==> src/rtl/mdlu_seq_pkg.sv <==
// Shared operation codes, FSM states and opcode helpers for the mdlu_seq
// multiply/divide unit.
package libMdluSeq;

  // Codes 0-2 match the original single-op MDLU encoding.
  typedef enum logic [2:0] {
    MDLU_MULT  = 3'd0,
    MDLU_DIV   = 3'd1,
    MDLU_ZERO  = 3'd2,
    MDLU_MULTU = 3'd3,
    MDLU_DIVU  = 3'd4,
    MDLU_MTHI  = 3'd5,
    MDLU_MTLO  = 3'd6
  } mdlu_op_t;

  typedef enum logic [1:0] {
    IDLE = 2'd0,
    RUN  = 2'd1,
    FIX  = 2'd2
  } mdlu_state_t;

  function automatic logic op_is_signed(input mdlu_op_t op);
    return (op == MDLU_MULT) || (op == MDLU_DIV);
  endfunction

endpackage

==> src/rtl/mdlu_seq_step.sv <==
// One iteration of the unsigned magnitude datapath: shift-add multiply
// (mode_div=0) or restoring compare-subtract-shift divide (mode_div=1).
module mdlu_step #(
  parameter int WIDTH = 32
) (
  input  logic                 mode_div,
  input  logic [2*WIDTH-1:0]   acc,
  input  logic [2*WIDTH-1:0]   opa,
  input  logic [WIDTH-1:0]     opb,
  output logic [2*WIDTH-1:0]   acc_next,
  output logic [2*WIDTH-1:0]   opa_next,
  output logic [WIDTH-1:0]     opb_next
);

  // Divide: acc[WIDTH-1:0] is the partial remainder, opa[WIDTH-1:0] the
  // divisor, opb shifts dividend bits out the top and quotient bits in.
  logic [WIDTH:0]   shifted;
  logic [WIDTH-1:0] diff;
  logic             borrow;

  always_comb begin
    shifted  = {acc[WIDTH-1:0], opb[WIDTH-1]};
    borrow   = shifted < {1'b0, opa[WIDTH-1:0]};
    // Only used when no borrow, where the true difference fits in WIDTH bits.
    diff     = shifted[WIDTH-1:0] - opa[WIDTH-1:0];
    acc_next = acc;
    opa_next = opa;
    opb_next = opb;
    if (mode_div) begin
      acc_next = {{WIDTH{1'b0}}, (borrow ? shifted[WIDTH-1:0] : diff)};
      opb_next = {opb[WIDTH-2:0], ~borrow};
    end else begin
      acc_next = opb[0] ? (acc + opa) : acc;
      opa_next = opa << 1;
      opb_next = opb >> 1;
    end
  end

endmodule

==> src/rtl/mdlu_seq.sv <==
// Multi-cycle multiply/divide unit with HI/LO registers and start/busy/done.
// Optional macro MDLU_EARLY_TERM_EN ends a multiply once the multiplier is exhausted.
module mdlu_seq
  import libMdluSeq::*;
#(
  parameter int WIDTH = 32
) (
  input  logic             clock,
  input  logic             reset,
  input  logic             start,
  input  mdlu_op_t         op,
  input  logic [WIDTH-1:0] rs,
  input  logic [WIDTH-1:0] rt,
  output logic             busy,
  output logic             done,
  output logic [WIDTH-1:0] hi,
  output logic [WIDTH-1:0] lo
);

  localparam int CW = $clog2(WIDTH);

  mdlu_state_t          state_reg, state_next;
  logic [2*WIDTH-1:0]   acc_reg, acc_next;
  logic [2*WIDTH-1:0]   opa_reg, opa_next;
  logic [WIDTH-1:0]     opb_reg, opb_next;
  logic [CW-1:0]        cnt_reg, cnt_next;
  logic                 div_reg, div_next;
  logic                 neg_lo_reg, neg_lo_next;
  logic                 neg_hi_reg, neg_hi_next;
  logic [WIDTH-1:0]     hi_reg, hi_next;
  logic [WIDTH-1:0]     lo_reg, lo_next;
  logic                 done_reg, done_next;

  logic [2*WIDTH-1:0]   step_acc, step_opa;
  logic [WIDTH-1:0]     step_opb;
  logic                 rs_neg, rt_neg;
  logic [WIDTH-1:0]     rs_mag, rt_mag;
  logic [2*WIDTH-1:0]   prod_fixed;
  logic [WIDTH-1:0]     quo_fixed, rem_fixed;

  mdlu_step #(.WIDTH(WIDTH)) u_step (
    .mode_div (div_reg),
    .acc      (acc_reg),
    .opa      (opa_reg),
    .opb      (opb_reg),
    .acc_next (step_acc),
    .opa_next (step_opa),
    .opb_next (step_opb)
  );

  always_ff @(posedge clock or posedge reset) begin
    if (reset) state_reg <= IDLE;
    else       state_reg <= state_next;
  end

  always_comb begin
    state_next  = state_reg;
    acc_next    = acc_reg;
    opa_next    = opa_reg;
    opb_next    = opb_reg;
    cnt_next    = cnt_reg;
    div_next    = div_reg;
    neg_lo_next = neg_lo_reg;
    neg_hi_next = neg_hi_reg;
    hi_next     = hi_reg;
    lo_next     = lo_reg;
    done_next   = 1'b0;

    // Negating MIN yields 2^(WIDTH-1), which is exact as an unsigned value.
    rs_neg = op_is_signed(op) && rs[WIDTH-1];
    rt_neg = op_is_signed(op) && rt[WIDTH-1];
    rs_mag = rs_neg ? (~rs + 1'b1) : rs;
    rt_mag = rt_neg ? (~rt + 1'b1) : rt;

    prod_fixed = neg_lo_reg ? (~acc_reg + 1'b1) : acc_reg;
    quo_fixed  = neg_lo_reg ? (~opb_reg + 1'b1) : opb_reg;
    rem_fixed  = neg_hi_reg ? (~acc_reg[WIDTH-1:0] + 1'b1) : acc_reg[WIDTH-1:0];

    case (state_reg)
      IDLE: begin
        if (start) begin
          case (op)
            MDLU_MULT, MDLU_MULTU: begin
              acc_next    = '0;
              opa_next    = {{WIDTH{1'b0}}, rs_mag};
              opb_next    = rt_mag;
              cnt_next    = '0;
              div_next    = 1'b0;
              neg_lo_next = rs_neg ^ rt_neg;
              neg_hi_next = 1'b0;
              state_next  = RUN;
            end
            MDLU_DIV, MDLU_DIVU: begin
              acc_next    = '0;
              opa_next    = {{WIDTH{1'b0}}, rt_mag};
              opb_next    = rs_mag;
              cnt_next    = '0;
              div_next    = 1'b1;
              // A zero divisor leaves an all-ones quotient that must not be negated;
              // the remainder then equals |rs| and its sign fix restores rs.
              neg_lo_next = (rs_neg ^ rt_neg) && (rt != '0);
              neg_hi_next = rs_neg;
              state_next  = RUN;
            end
            MDLU_ZERO: begin
              hi_next   = '0;
              lo_next   = '0;
              done_next = 1'b1;
            end
            MDLU_MTHI: begin
              hi_next   = rs;
              done_next = 1'b1;
            end
            MDLU_MTLO: begin
              lo_next   = rs;
              done_next = 1'b1;
            end
            default: ;
          endcase
        end
      end
      RUN: begin
        acc_next = step_acc;
        opa_next = step_opa;
        opb_next = step_opb;
        cnt_next = cnt_reg + 1'b1;
        if (cnt_reg == CW'(WIDTH - 1)) state_next = FIX;
`ifdef MDLU_EARLY_TERM_EN
        if (!div_reg && (step_opb == '0)) state_next = FIX;
`endif
      end
      FIX: begin
        if (div_reg) begin
          lo_next = quo_fixed;
          hi_next = rem_fixed;
        end else begin
          hi_next = prod_fixed[2*WIDTH-1:WIDTH];
          lo_next = prod_fixed[WIDTH-1:0];
        end
        done_next  = 1'b1;
        state_next = IDLE;
      end
      default: state_next = IDLE;
    endcase
  end

  always_ff @(posedge clock or posedge reset) begin
    if (reset) begin
      acc_reg    <= '0;
      opa_reg    <= '0;
      opb_reg    <= '0;
      cnt_reg    <= '0;
      div_reg    <= 1'b0;
      neg_lo_reg <= 1'b0;
      neg_hi_reg <= 1'b0;
      hi_reg     <= '0;
      lo_reg     <= '0;
      done_reg   <= 1'b0;
    end else begin
      acc_reg    <= acc_next;
      opa_reg    <= opa_next;
      opb_reg    <= opb_next;
      cnt_reg    <= cnt_next;
      div_reg    <= div_next;
      neg_lo_reg <= neg_lo_next;
      neg_hi_reg <= neg_hi_next;
      hi_reg     <= hi_next;
      lo_reg     <= lo_next;
      done_reg   <= done_next;
    end
  end

  assign busy = (state_reg != IDLE);
  assign done = done_reg;
  assign hi   = hi_reg;
  assign lo   = lo_reg;

endmodule

==> config.mk <==
export PLATFORM = sky130hd
export DESIGN_NAME = mdlu_seq
export DESIGN_NICKNAME = d
export VERILOG_FILES = /design/src/rtl/mdlu_seq_pkg.sv /design/src/rtl/mdlu_seq_step.sv /design/src/rtl/mdlu_seq.sv
export SDC_FILE = /design/constraint.sdc
export NUM_CORES = 1
export LEC_CHECK = 0
export CAP_MARGIN = 0
export CORE_ASPECT_RATIO = 0.8
export CORE_MARGIN = 2
export CORE_UTILIZATION = 45
export CTS_CLUSTER_SIZE = 12
export DETAILED_ROUTE_END_ITERATION = 6
export DONT_BUFFER_PORTS = 1
export PLACE_DENSITY = 0.64
export SETUP_SLACK_MARGIN = 0.3
export SYNTH_ARGS = -nofsm -noshare
export SYNTH_HDL_FRONTEND = slang
export SYNTH_SLANG_ARGS = --single-unit
==> constraint.sdc <==
create_clock -name clock -period 14.6 [get_ports clock]
set_input_delay 2.19 -clock clock [delete_from_list [all_inputs] [get_ports clock]]
set_output_delay 2.19 -clock clock [all_outputs]
set_load 0.01 [all_outputs]
# Yosys cells after proc, flatten, opt, wreduce, memory -nomap -nowiden
# Cells that the tools add are included.
# classes
n_reduce_logical,23
n_bitwise,7
eq_ne,17
order_cmp,1
n_mux,40
add_sub_neg,8
# ops
cell,n
$mux 64,7
$pmux 32 s2,6
$pmux 64 s2,3
$mux 32,11
$add 32x1->32 const B,4
$not 32->32,4
$add 64x1->64 const B,1
$add 64x64->64,1
$not 64->64,1
$lt 33x32->1,1
$reduce_bool 32->1,1
$sub 32x32->32,1
$reduce_and 3->1,6
$mux 5,2
$pmux 5 s2,1
$eq 3x3->1 const B,3
$ne 3x1->1 const B,3
$ne 2x2->1 const B,4
$pmux 1 s2,4
$reduce_and 4->1,2
$reduce_bool 2->1,4
$eq 3x2->1 const B,2
$mux 2,3
$add 5x1->5 const B,1
other kinds (16),20
# word_totals
output_inout_bits,66
reg_bits,235
inputBits,70
wordCells,107

# Depth between registers and ports, before layout
# depth
word_depth,7
mapped_depth,14
mapped_depth_nobuf,13

# Cells and area by module
# From an unflattened synthesis, not the netlist that was laid out.
# hier_totals
hier_cells,2873
area_unflattened_um2,22942.0
# modules_own_cells
module,area_per_inst_um2,seq_area_each_um2,n_inst,cells_per_inst
mdlu_seq,14974.4,5880.6,1,1663
mdlu_step,7967.6,0.0,1,1210

# Worst setup path before layout
# Ideal clock, no wire load.
# synth_timing
kind,input to register
from,input port rt[11]
to,register opb_reg[28]
slack_ns,10.032
arrival_time_ns,4.431
n_path_buf,0
required_time_ns,14.463
stages,10
setup_time_ns,0.137
path_cell_list,or3_1 -> or4_1 -> or3b_2 -> nor3_2 -> a21oi_1 -> xor2_1 -> nor2_1 -> a211oi_1 -> a211oi_1 -> a21oi_1
# synth_via
elab_chain_len,6
# synth_rtl
item,line_no,source
"start, declared",mdlu_seq.sv:13,"input logic [WIDTH-1:0] rt,"
$not 32->32,mdlu_seq.sv:73,rt_mag = rt_neg ? (~rt + 1'b1) : rt;
$add 32x1->32,mdlu_seq.sv:73,
$mux 32,mdlu_seq.sv:73,
$pmux 32 s2,mdlu_seq.sv:82,case (op)
$mux 32,mdlu_seq.sv:81,if (start) begin
$pmux 32 s2,mdlu_seq.sv:79,case (state_reg)
"end signal, assigned",mdlu_seq.sv:162,opb_reg <= opb_next;
"end, declared",mdlu_seq.sv:25,"logic [WIDTH-1:0] opb_reg, opb_next;"
# Every way passes these cells. The select of a mux whose other input is x is not followed.
# A chain may end at the register's enable or synchronous reset.

# Worst setup path in the final report
# layout_timing
from,register opa_reg[11]
to,register acc_reg[29]
# layout_via
elab_chain_len,4
word_cells_on_any_way,7
classes_between,add/sub: 2; order compare: 1; mux: 4
# layout_rtl
item,line_no,source
"start, declared",mdlu_seq.sv:24,"logic [2*WIDTH-1:0] opa_reg, opa_next;"
"start signal, assigned",mdlu_seq.sv:161,opa_reg <= opa_next;
$add 64x64->64 (tied with other cells),mdlu_seq_step.sv:33,acc_next = opb[0] ? (acc + opa) : acc;
$mux 64 or $mux 32 (tied branches),"mdlu_seq_step.sv:33, mdlu_seq_step.sv:30",
$mux 64 (*),mdlu_seq_step.sv:29,if (mode_div) begin
$pmux 64 s2 (*),mdlu_seq.sv:79,
"end signal, assigned",mdlu_seq.sv:160,acc_reg <= acc_next;
"end, declared",mdlu_seq.sv:23,"logic [2*WIDTH-1:0] acc_reg, acc_next;"
# Every way passes the cells marked *; elsewhere a longest branch is shown, timed or not. The select of a mux whose other input is x is not followed.

==> flow_metrics.py <==
metrics = {
    "worst_setup_path": {
        "crit_top_cell": "and3_1",
        "cpMaxStageDelayCell": "a2111oi_2",
        "cp_max_fo": 26,
        "timing.rr.start": "opa_reg[11]",
        "crit_chain": "inv_1 > ha_1 > and3_1 > and3_1 > o311a_1 > o21ai_1 > a21o_1 > a2111oi_2 > or2_2 > nand2_1 > o211ai_1",
        "reg2reg_depth": 11,
        "critical-path-top-delay-family": "compound AO/OA/AOI/OAI gates",
        "crit_required_ns": 15.08,
        "arrival_ns": 5.19,
        "r2r_slack_ns": 9.90,
        "cp-start-kind": "register",
        "cp-end-kind": "register",
        "crit_buf_inv": 1,
        "worstSetupPathType": "register to register",
        "r2r-end": "acc_reg[29]",
        "max_stage_delay_ns": 0.89,
    },
    "cells_and_area": {
        "nFillCells": 4532,
        "diodes": 0,
        "synthToLayoutAreaGrowth_pct": 5.80,
        "layout-drive-gt1-share_pct": 5.03,
        "multi_input_area_sq_um": 14000,
        "fin_nets": 2738,
        "seq_area_sq_um": 5890,
    },
    "logic_synthesis": {
        "yosysSeqAreaShare_pct": 28.2,
        "synthesis.nets": 2863,
        "synth_edf_count": 0,
        "synth_area_sq_um": 20800,
        "synth_seq_cells": 235,
        "synthFlopType": "dfrtp_1",
        "synth_area_leader_cell": "dfrtp_1",
        "synthesis.instances": 2690,
        "synthTopCellsByArea": "dfrtp_1, a21oi_1, xnor2_1, nand2_1, ha_1",
        "ys_types": 86,
        "yosysTopAreaCellShare_pct": 28.2,
        "yosys_warnings": 0,
        "synth_area_per_cell_sq_um": 7.75,
        "async_flop_share_pct": 100,
    },
    "global_routing": {
        "grt_pass1_vias": 19100,
        "antenna_found_initial": 0,
        "grt_first_pass_wirelength_um": 121000,
        "grt_overflow": 0,
        "grt_max_degree": 111,
        "grt_use_total_pct": 32.7,
    },
    "sta": {
        "worst_slack_ns": 9.90,
        "worstMarginPinSlew_ns": 1.28,
        "maxSlewHeadroom_pct": 14.5,
        "period_share_pct": 32.2,
        "finalHoldViolCount": 0,
        "setup-tns-final_ns": 0,
        "fin_crit_ns": 4.70,
        "slew_viol_final": 0,
        "setup_violations": 0,
        "timing.fmax_mhz": 213,
        "rsz0062_at_grt": "no",
        "worst_clock_skew_ns": 0.0295,
    },
    "clock_tree": {
        "cts_tree": "done",
        "clock_sinks": 235,
        "clk_latency_ns": 0.60,
        "clockBufferDepth": 3,
        "htreeDepth": 1,
        "clkTransAtPathRegs_ns": 0.07,
        "cts_resized": 0,
        "hold_buffers": 0,
        "post_cts_buffers": 0,
        "ctsRootBufferMaster": "clkbuf_16",
        "numCtsBuffers": 27,
    },
    "detailed_routing": {
        "dr.pass1.iters": 7,
        "drt-initial-drc-count": 2504,
        "routedWlPerCell_um": 25.0,
        "routed_via_density": 6.51,
        "routed_wl_um": 80000,
        "antenna_left": 0,
        "via_count": 20800,
        "drc_errors": 1,
    },
    "placed_design": {
        "dp_slack_ns": 9.61,
        "io_buffers": 0,
        "place_hpwl_um": 60500,
        "gp_congestion": 1.02,
    },
    "status": {
        "status": "complete, but fails checks",
        "violations": "design-rule violations",
    },
    "run": {
        "cap_viol_max_count": 0,
    },
    "pwr": {
        "powerDensity_nw_per_um2": 277,
        "ir_drop_uv": 132,
        "leakage_nw": 9.10,
    },
    "floorplan": {
        "start_util_pct": 45.6,
        "core_area_sq_um": 45700,
        "dieArea_sq_um": 48100,
        "rows": 70,
        "die_height_um": 197,
        "ios": 136,
        "fp.dieW_um": 245,
    },
    "worst_hold_path": {
        "holdPathEnd": "opa_reg[63]",
        "hp-class": "register to register",
        "worstHoldStart": "opa_reg[63]",
        "hold_depth": 2,
    },
}
-- metrics by stage --
step                power (mW)  cells  cell area, sq um  hold slack, ns  util [%]
floorplan                 4.17   2690             20800           0.448         -
global placement          5.24   3148             21200           0.469      46.4
detailed placement        5.32   3148             21200           0.494      46.4
CTS                       6.02   3195             22100           0.508      48.2
global route              6.54   3195             22100           0.533      48.2
finish                    6.12   3195             22100           0.495      48.2
-- layer usage --
| metal | up-vias | wire [um] | track usage (%) |
|---|---|---|---|
| met3 | 180 | 8240 | 7.43 |
| li1 | 9489 | - | - |
| met5 | - | 0 | 0 |
| met1 | 10000 | 34800 | 46.4 |
| met4 | 0 | 3710 | 13.4 |
| met2 | 1111 | 33200 | 47.8 |
-- final cells by class --
cell class              count  share of cell area (%)
flip-flops and latches    235                    26.7
multi-input cells        2190                    63.4
inverters                  78                    1.36
repair buffers             33                    1.12
well taps                 612                    3.47
clock inverters            11                   0.476
clock buffers              36                    3.44
-- cells by family (layout without fill, tap and decap cells) --
| group | after synthesis | in the layout | share of synthesized area [%] |
|---|---|---|---|
| buf+inv | 265 | 158 | 4.87 |
| compound gates | 874 | 874 | 26.6 |
| mux | 67 | 67 | 3.28 |
| fa+ha+maj | 103 | 103 | 6.25 |
| simple gates | 887 | 887 | 19.9 |
| flops | 235 | 235 | 28.2 |
| xor+xnor | 259 | 259 | 10.9 |
-- synthesized netlist by cell type, types with 14 or more instances --
library cell,count
nor4_1,15
a22oi_1,33
xnor2_1,152
clkbuf_1,162
a21oi_1,268
and2_1,14
o211ai_1,28
o22ai_1,25
and3_1,28
a221oi_1,14
mux2i_1,65
or4_1,17
inv_1,78
nand4_1,32
xor2_1,107
o31ai_1,42
nor2b_1,19
buf_1,15
nand3_1,78
ha_1,101
o21bai_1,18
or3_1,25
nor2_1,225
a21o_1,39
nor3_1,31
nand2b_1,16
o21ai_0,189
a211oi_1,82
dfrtp_1,235
a31oi_1,32
o41ai_1,14
nand2_1,337
-- worst min-delay path: cells and delay by family, from the launching register on --
kind          cells  cell delay (ns)
flops             1             0.36
simple gates      2             0.10
-- worst max-delay path by stage --
| stage | from | to | slack (ns) | cells past startpoint |
|---|---|---|---|---|
| floorplan | reset | acc_reg[0] | 5.96 | 1 |
| global placement | rs[13] | opb_reg[29] | 9.60 | 9 |
| detailed placement | rs[13] | opb_reg[29] | 9.61 | 9 |
| CTS | opa_reg[11] | acc_reg[29] | 10.03 | 11 |
| global route | rs[13] | opb_reg[29] | 9.70 | 9 |
| finish | opa_reg[11] | acc_reg[29] | 9.90 | 11 |
-- report_power, final --
| part | switching, mW | leakage, nW | internal, mW |
|---|---|---|---|
| logic | 2.41 | 5.80 | 1.46 |
| clock network | 0.307 | 0.417 | 0.383 |
| registers | 0.596 | 2.89 | 0.967 |
| total | 3.31 | 9.10 | 2.81 |
-- cell usage in the layout (no fill, tap or decap), types with 15 or more instances in the layout --
| cell | n |
|---|---|
| nor2_1 | 223 |
| o22ai_1 | 25 |
| nand2b_1 | 15 |
| clkbuf_16 | 27 |
| xor2_1 | 107 |
| a22oi_1 | 33 |
| a211oi_1 | 82 |
| inv_1 | 76 |
| o21ai_0 | 189 |
| and3_1 | 28 |
| nor3_1 | 29 |
| or4_1 | 17 |
| dfrtp_1 | 233 |
| mux2i_1 | 65 |
| o31ai_1 | 42 |
| buf_4 | 33 |
| o211ai_1 | 28 |
| nand4_1 | 32 |
| or3_1 | 25 |
| nand3_1 | 78 |
| ha_1 | 101 |
| xnor2_1 | 152 |
| a21oi_1 | 268 |
| nand2_1 | 335 |
| a31oi_1 | 32 |
| nor2b_1 | 17 |
| a21o_1 | 39 |
| o21bai_1 | 18 |
| nor4_1 | 15 |
Power figures use the tool's default switching activity.
